--- src/rtl/scope_pkg.sv ---
// Shared types and constants for the scope capture/readout slice.
package scope_pkg;

  localparam int TRACE_AW = 9;
  localparam int SMPL_DW  = 8;
  localparam logic [7:0] UNITY_GAIN = 8'h20;

  typedef enum logic [2:0] {
    IDLE = 3'd0,
    READ = 3'd1,
    WAIT = 3'd2,
    CORR = 3'd3,
    SEND = 3'd4,
    DONE = 3'd5
  } dump_state_t;

endpackage

--- src/rtl/smpl_correct.sv ---
// Combinational per-sample offset add, clamp to 0..max, gain multiply, shift and saturate.
// Zero latency; no handshake (caller registers the result).
module smpl_correct #(
  parameter int DW         = 8,
  parameter int GAIN_SHIFT = 5
) (
  input  logic [DW-1:0] raw,
  input  logic [7:0]    gain,
  input  logic [7:0]    offset,
  output logic [DW-1:0] corr
);

  logic signed [DW+1:0] s;
  logic [DW-1:0]        s_cl;
  logic [DW+7:0]        p;
  logic [DW+7:0]        r;

  assign s = $signed({2'b00, raw}) + $signed({{(DW-6){offset[7]}}, offset});

  // s spans -128..2**DW+126, so the top two bits fully classify under/overflow
  always_comb begin
    s_cl = s[DW-1:0];
    if (s[DW+1])
      s_cl = '0;
    else if (s[DW])
      s_cl = '1;
  end

  assign p    = {8'd0, s_cl} * {{DW{1'b0}}, gain};
  assign r    = p >> GAIN_SHIFT;
  assign corr = (|r[DW+7:DW]) ? '1 : r[DW-1:0];

endmodule

--- src/rtl/trace_dump.sv ---
// Chronological trace RAM readout with gain/offset correction; 4 cycles/sample, stalls in SEND on !tx_rdy.
// Optional abort input enabled by TRACE_DUMP_ABORT_EN.
module trace_dump
  import scope_pkg::*;
#(
  parameter int AW         = TRACE_AW,
  parameter int DW         = SMPL_DW,
  parameter int GAIN_SHIFT = 5
) (
  input  logic          clk,
  input  logic          rst,
  input  logic          start,
  input  logic [AW-1:0] trace_end,
  input  logic [7:0]    gain,
  input  logic [7:0]    offset,
`ifdef TRACE_DUMP_ABORT_EN
  input  logic          abort,
`endif
  output logic          ram_en,
  output logic [AW-1:0] ram_addr,
  input  logic [DW-1:0] ram_rdata,
  output logic [DW-1:0] tx_data,
  output logic          tx_valid,
  input  logic          tx_rdy,
  output logic          busy,
  output logic          dump_done,
  output logic          clr_cap_done
);

  dump_state_t   state, state_nxt;
  logic [7:0]    gain_q, offset_q;
  logic [DW-1:0] raw_q, corr;
  logic [AW-1:0] cnt;
  logic          abort_req;
  logic          last_smpl;

`ifdef TRACE_DUMP_ABORT_EN
  assign abort_req = abort;
`else
  assign abort_req = 1'b0;
`endif

  assign last_smpl = &cnt;

  smpl_correct #(.DW(DW), .GAIN_SHIFT(GAIN_SHIFT)) u_corr (
    .raw    (raw_q),
    .gain   (gain_q),
    .offset (offset_q),
    .corr   (corr)
  );

  always_comb begin
    state_nxt    = state;
    ram_en       = 1'b0;
    tx_valid     = 1'b0;
    busy         = 1'b1;
    dump_done    = 1'b0;
    clr_cap_done = 1'b0;
    case (state)
      IDLE: begin
        busy = 1'b0;
        if (start) state_nxt = READ;
      end
      READ: begin
        ram_en    = 1'b1;
        state_nxt = WAIT;
      end
      WAIT: state_nxt = CORR;
      CORR: state_nxt = SEND;
      SEND: begin
        tx_valid = 1'b1;
        if (tx_rdy) state_nxt = last_smpl ? DONE : READ;
      end
      DONE: begin
        dump_done    = 1'b1;
        clr_cap_done = 1'b1;
        state_nxt    = IDLE;
      end
      default: state_nxt = IDLE;
    endcase
    // abort outranks any handshake completing in the same cycle
    if (abort_req && state != IDLE) state_nxt = IDLE;
  end

  always_ff @(posedge clk) begin
    if (rst) begin
      state    <= IDLE;
      ram_addr <= '0;
      tx_data  <= '0;
      cnt      <= '0;
      gain_q   <= '0;
      offset_q <= '0;
      raw_q    <= '0;
    end else begin
      state <= state_nxt;
      case (state)
        IDLE: if (start) begin
          gain_q   <= gain;
          offset_q <= offset;
          ram_addr <= trace_end + AW'(1);
          cnt      <= '0;
        end
        WAIT: raw_q <= ram_rdata;
        CORR: tx_data <= corr;
        SEND: if (tx_rdy && !last_smpl && !abort_req) begin
          cnt      <= cnt + AW'(1);
          ram_addr <= ram_addr + AW'(1);
        end
        default: ;
      endcase
    end
  end

endmodule

--- config.mk ---
export PLATFORM = sky130hd
export DESIGN_NAME = trace_dump
export DESIGN_NICKNAME = d
export VERILOG_FILES = /design/src/rtl/scope_pkg.sv /design/src/rtl/smpl_correct.sv /design/src/rtl/trace_dump.sv
export SDC_FILE = /design/constraint.sdc
export NUM_CORES = 1
export LEC_CHECK = 0
export CAP_MARGIN = 20
export CORE_MARGIN = 4
export CORE_UTILIZATION = 40
export DETAILED_ROUTE_END_ITERATION = 7
export DONT_BUFFER_PORTS = 1
export GPL_ROUTABILITY_DRIVEN = 0
export SLEW_MARGIN = 40
export SYNTH_ARGS = -nofsm -noshare
export SYNTH_HDL_FRONTEND = slang
export SYNTH_SLANG_ARGS = --single-unit
--- constraint.sdc ---
create_clock -name clk -period 6.6 [get_ports clk]
set_clock_uncertainty 0.15 [all_clocks]
set_input_delay 0.33 -clock clk [delete_from_list [all_inputs] [get_ports clk]]
set_output_delay 0.33 -clock clk [all_outputs]
set_load 0.01 [all_outputs]
* Yosys cells after proc, flatten, opt, wreduce, memory -nomap -nowiden
Index checks and enable logic that the tools add are counted.
Word-level totals: bits in registers 53, input bits 37, logic and storage cells 46
Cells by class: add/subtract/negate cells 4, multipliers 1, equal/unequal tests 8, muxes and demuxes 17, reductions and logical operators 9
Operator list (number):
- two-way mux 9 bit | 4
- case mux 9 bit (2 select lines) | 2
- adder 9 x 1 -> 9 bit (second input constant) | 3
- two-way mux 8 bit | 3
- multiplier 8 x 8 -> 16 bit | 1
- case mux 3 bit (5 select lines) | 1
- adder 9 x 8 -> 10 bit | 1
- two-way mux 3 bit | 3
- AND reduction 9 bit | 1
- == test 3 x 2 -> 1 bit (second input constant) | 2
- == test 3 bit (second input constant) | 2
- != test 2 bit (second input constant) | 3
- two-way mux 1 bit | 4
- AND reduction 2 bit | 2
- == test 3 x 1 -> 1 bit (second input constant) | 1
- zero test 3 bit | 1
- AND reduction 3 bit | 1
- OR reduction 3 bit | 1
- nonzero test 2 bit | 1
- logical AND 1 bit | 1
- zero test 1 bit | 1

* Longest topological paths before layout
word-level depth 6, depth in mapped cells 28

* Modules after synthesis
A second synthesis with hierarchy kept.
Unflattened totals: cells, all modules 658, area total of the unflattened synthesis 5237.5 um^2
By module, submodules not included:
- smpl_correct | instances 1, cells an instance 342, area an instance 2726.4 um^2, sequential area each 0.0 um^2
- trace_dump | instances 1, cells an instance 316, area an instance 2511.2 um^2, sequential area each 1061.0 um^2

* Worst setup path before layout
OpenSTA, ideal clock, no wires.
path kind flip-flop to flip-flop, start point register offset_q[4], end point register tx_data[0], setup time 140 ps, arrival time 5753 ps, path slack 557 ps, stages on the path, launching flop included 24, buffers on the path 1, path through dfxtp_1 -> ha_1 -> a21oi_1 -> o221ai_1 -> or3_4 -> and2_1 -> clkbuf_1 -> a21oi_1 -> and2_1 -> fa_1 -> fa_1 -> fa_1 -> inv_1 -> fa_1 -> inv_1 -> ha_1 -> o21ai_0 -> nand2b_1 -> nand4_1 -> nor3_2 -> a211oi_4 -> o31ai_1 -> o2bb2ai_2 -> a311oi_1
Between the ends: cells in the longest elaborated chain, start to end 6
RTL lines:
- start: declaration | line trace_dump.sv:31 | logic [7:0] gain_q, offset_q;
- start signal: assignment | line trace_dump.sv:99 | offset_q <= offset;
- adder 9 x 8 -> 10 bit (*) | line smpl_correct.sv:18 | assign s = $signed({2'b00, raw}) + $signed({{(DW-6){offset[7]}}, offset});
- two-way mux 8 bit | line smpl_correct.sv:25 | else if (s[DW])
- two-way mux 8 bit (*) | line smpl_correct.sv:23 | if (s[DW+1])
- multiplier 8 x 8 -> 16 bit (*) | line smpl_correct.sv:29 | assign p = {8'd0, s_cl} * {{DW{1'b0}}, gain};
- OR reduction 3 bit | line smpl_correct.sv:31 | assign corr = (|r[DW+7:DW]) ? '1 : r[DW-1:0];
- two-way mux 8 bit (*) | line smpl_correct.sv:31
- end signal: assignment | line trace_dump.sv:104 | CORR: tx_data <= corr;
- end: declaration | line trace_dump.sv:22 | output logic [DW-1:0] tx_data,
Mark *: on every way between the ends. The rest lies on a longest branch, timed or not. A chain may end at the register's enable or synchronous reset.

* Worst setup path in the final report
start point register offset_q[0], end point register tx_data[5]
The elaborated chain is that of the path after synthesis.

==> impl_metrics.csv <==
group,metric,value,unit
power,powerDensity,175,mW/mm^2
sta,fin_crit_sh,96.3,%
floorplan,io-pin-count,59,
critical_path,crit_top_cell,"fa_1",
cts,cts_made_buffers,5,
sta,fmax,157,MHz
global_route,grtUsageTotal,16.7,%
critical_path,r2r_cells,26,
cts,clk_pin_slew,80,ps
final_layout,synthToLayoutAreaGrowth,12.7,%
cts,cts-htree-levels,2,
floorplan,die_w,118,um
critical_path,worstPathBufferInverterCount,5,
sta,tns,0,ps
floorplan,die_area,0.0139,sq mm
logic_synthesis,netlist.area_leader.share,21.9,%
logic_synthesis,ys_seq_elements,53,
run_status,status,"finished, final reports clean",
logic_synthesis,syn_avg_cell_area,8.20,sq um
logic_synthesis,synth_flop_cell,"dfxtp_1",
logic_synthesis,ys_warn_count,0,
critical_path,regToRegStartpoint,"offset_q[0]$_SDFFE_PP0P_",
drt,routedWlPerCell,16.2,um
placement,hpwl,9.19,mm
global_route,grt_max_degree,48,
cts,cts.sinks,53,
drt,drc,0,
power,p_leak,2.39,nW
sta,tightest_slew,749,ps
critical_path,slowest_delay,510,ps
logic_synthesis,synth_seq_area_share,21.9,%
floorplan,rows,39,
global_route,antenna_found_initial,0,
logic_synthesis,async_flop_share,0,%
critical_path,critPathLaunchType,"flop",
drt,wl,11.9,mm
logic_synthesis,synthTopCellsByCount,"nand2_1, inv_1, and2_1",
global_route,first_global_vias,3975,
run,cap_violations,0,
critical_path,crit_path_end_kind,"flop",
final_layout,nets,711,
critical_path,ff2ff_setup_slack,240,ps
cts,clockBufferDepth,2,
critical_path,cp.required,6610,ps
drt,post_drt_via_cell_ratio,5.49,
cts,clk_latency,290,ps
critical_path,reg2reg_to,"tx_data[5]$_SDFFE_PP0N_",
logic_synthesis,synth_edf_count,0,
sta,maxSlewHeadroom,50.0,%
critical_path,arrival,6370,ps
cts,root_buffer,"clkbuf_16",
placement,place_area,0.00498,sq mm
sta,setup_slack,243,ps
drt,drtIter0Drc,149,
cts,cts_tree,"yes",
drt,first_pass_iters,4,
drt,vias,4039,
sta,whs,20.8,ps
critical_path,critical-path-top-delay-family,"adder cells",
min_path,hold_path_depth,2,
min_path,hold_start,"gain[7]",
critical_path,crit_type,"reg -> reg",
sta,finalSetupViolations,0,
placement,port_buffers,0,
min_path,min_path_type,"in -> reg",
final_layout,n_antenna_cell,0,
power,ir_drop,112,uV
logic_synthesis,synth_area,0.00485,sq mm
global_route,grt_overflow,0,
logic_synthesis,synth.most_common_cell,"nand2_1",
sta,hold_violations,0,
critical_path,cpMaxStageDelayCell,"fa_1",
floorplan,core-area,0.0117,sq mm
logic_synthesis,synth_cell_types,54,
final_layout,fin_area,0.00546,sq mm
logic_synthesis,yosysTopAreaCell,"dfxtp_1",
critical_path,critPathMaxFanout,8,
floorplan,start_util,41.6,%
placement,place_ws,-35.4,ps
sta,drv_slew,0,
min_path,hold_end,"gain_q[7]$_SDFFE_PP0P_",
logic_synthesis,synth.area.top_cells,"dfxtp_1, fa_1, ha_1",
logic_synthesis,syn_nets,709,
sta,fin_crit,6360,ps
drt,ant_nets,0,
logic_synthesis,synth_cells,591,
critical_path,cp.depth,26,
floorplan,die_h,118,um
final_layout,drive_gt1_share,11.3,%
global_route,grt_pass1_wl,19.5,mm
==> per-layer routing <==
| layer | global-route usage (%) | wire length, um | part of all wire (%) |
|---|---|---|---|
| met5 | 0 | 0 | 0 |
| met4 | 2.56 | 117 | 0.98 |
| met3 | 4.13 | 702 | 5.9 |
| met2 | 28.2 | 5760 | 48 |
| met1 | 21.9 | 5350 | 45 |
==> final cells by class <==
type,instances,area (sq um)
Tap cell,143,179
Clock buffer,5,125
Clock inverter,2,16.3
Fill cell,1129,6200
Sequential cell,53,1060
Multi-Input combinational cell,452,3680
Inverter,65,244
Timing Repair Buffer,16,153
==> flip-flops by register name (all words and copies together), names as in the netlist <==
| name | count |
|---|---|
| cnt | 9 |
| gain_q | 8 |
| offset_q | 8 |
| ram_addr | 9 |
| raw_q | 8 |
| state | 3 |
| tx_data | 8 |
==> what timing repair did <==
action / 4_1_cts / 5_1_grt
hold endpoints to repair: 47 / 0
pin swaps: 0 / 22
buffers inserted: 0 / 9
gates resized for setup: 3 / 45
setup endpoints to repair: 8 / 8
hold buffers: 1 / 0
==> power by group <==
part	switching [mW]	internal, mW	leakage (nW)
registers	0.0321	0.341	0.433
clock network	0.120	0.139	0.0659
logic	0.194	0.133	1.89
==> kinds of logic (layout without fill, tap and decap cells) <==
kind of cell             after synthesis  after routing  share of synthesized area, %
AND/OR/NAND/NOR                      224            224                          23.0
multiplexers                          11             11                          2.27
buffers and inverters                 86             88                          7.15
flip-flops                            53             53                          21.9
XOR/XNOR                              20             20                          3.61
AO/OA/AOI/OAI                        116            116                          15.6
adder cells (fa/ha/maj)               81             81                          26.5
==> through the flow <==
step | total power [mW] | std cells | util [%]
after floorplan | 0.577 | 591 | -
after global placement | 0.648 | 719 | 42.7
after detailed placement | 0.656 | 719 | 42.7
after CTS | 0.927 | 727 | 44.2
after global routing | 1.03 | 736 | 46.8
final | 0.959 | 736 | 46.8
==> layout by cell type, fill, tap and decap left out, types with 4 or more instances in the layout <==
cell and n:
inv_1 64, a21oi_4 6, ha_1 42, a21oi_1 39
dfxtp_1 51, clkbuf_16 5, a21o_1 6, nor3_1 5
a311oi_2 6, fa_1 35, a31oi_1 8, nand4_1 5
xor2_1 7, buf_4 12, o21ai_0 15, nor2_1 38
mux2i_1 11, xnor2_1 12, nand2b_1 5, nand2_1 75
and2_1 53, and3_1 4, nand3_1 16, o2111ai_1 6
==> how the worst max path moves through the flow <==
stage	start	endpoint
2_1_floorplan	offset_q[4]$_SDFFE_PP0P_	tx_data[0]$_SDFFE_PP0N_
3_3_place_gp	offset_q[2]$_SDFFE_PP0P_	tx_data[0]$_SDFFE_PP0N_
3_5_place_dp	offset_q[4]$_SDFFE_PP0P_	tx_data[7]$_SDFFE_PP0N_
4_1_cts	offset_q[2]$_SDFFE_PP0P_	tx_data[5]$_SDFFE_PP0N_
5_1_grt	raw_q[0]$_SDFFE_PP0P_	tx_data[4]$_SDFFE_PP0N_
6_report	offset_q[0]$_SDFFE_PP0P_	tx_data[5]$_SDFFE_PP0N_
Note: power is estimated with default switching activity, not from simulation.
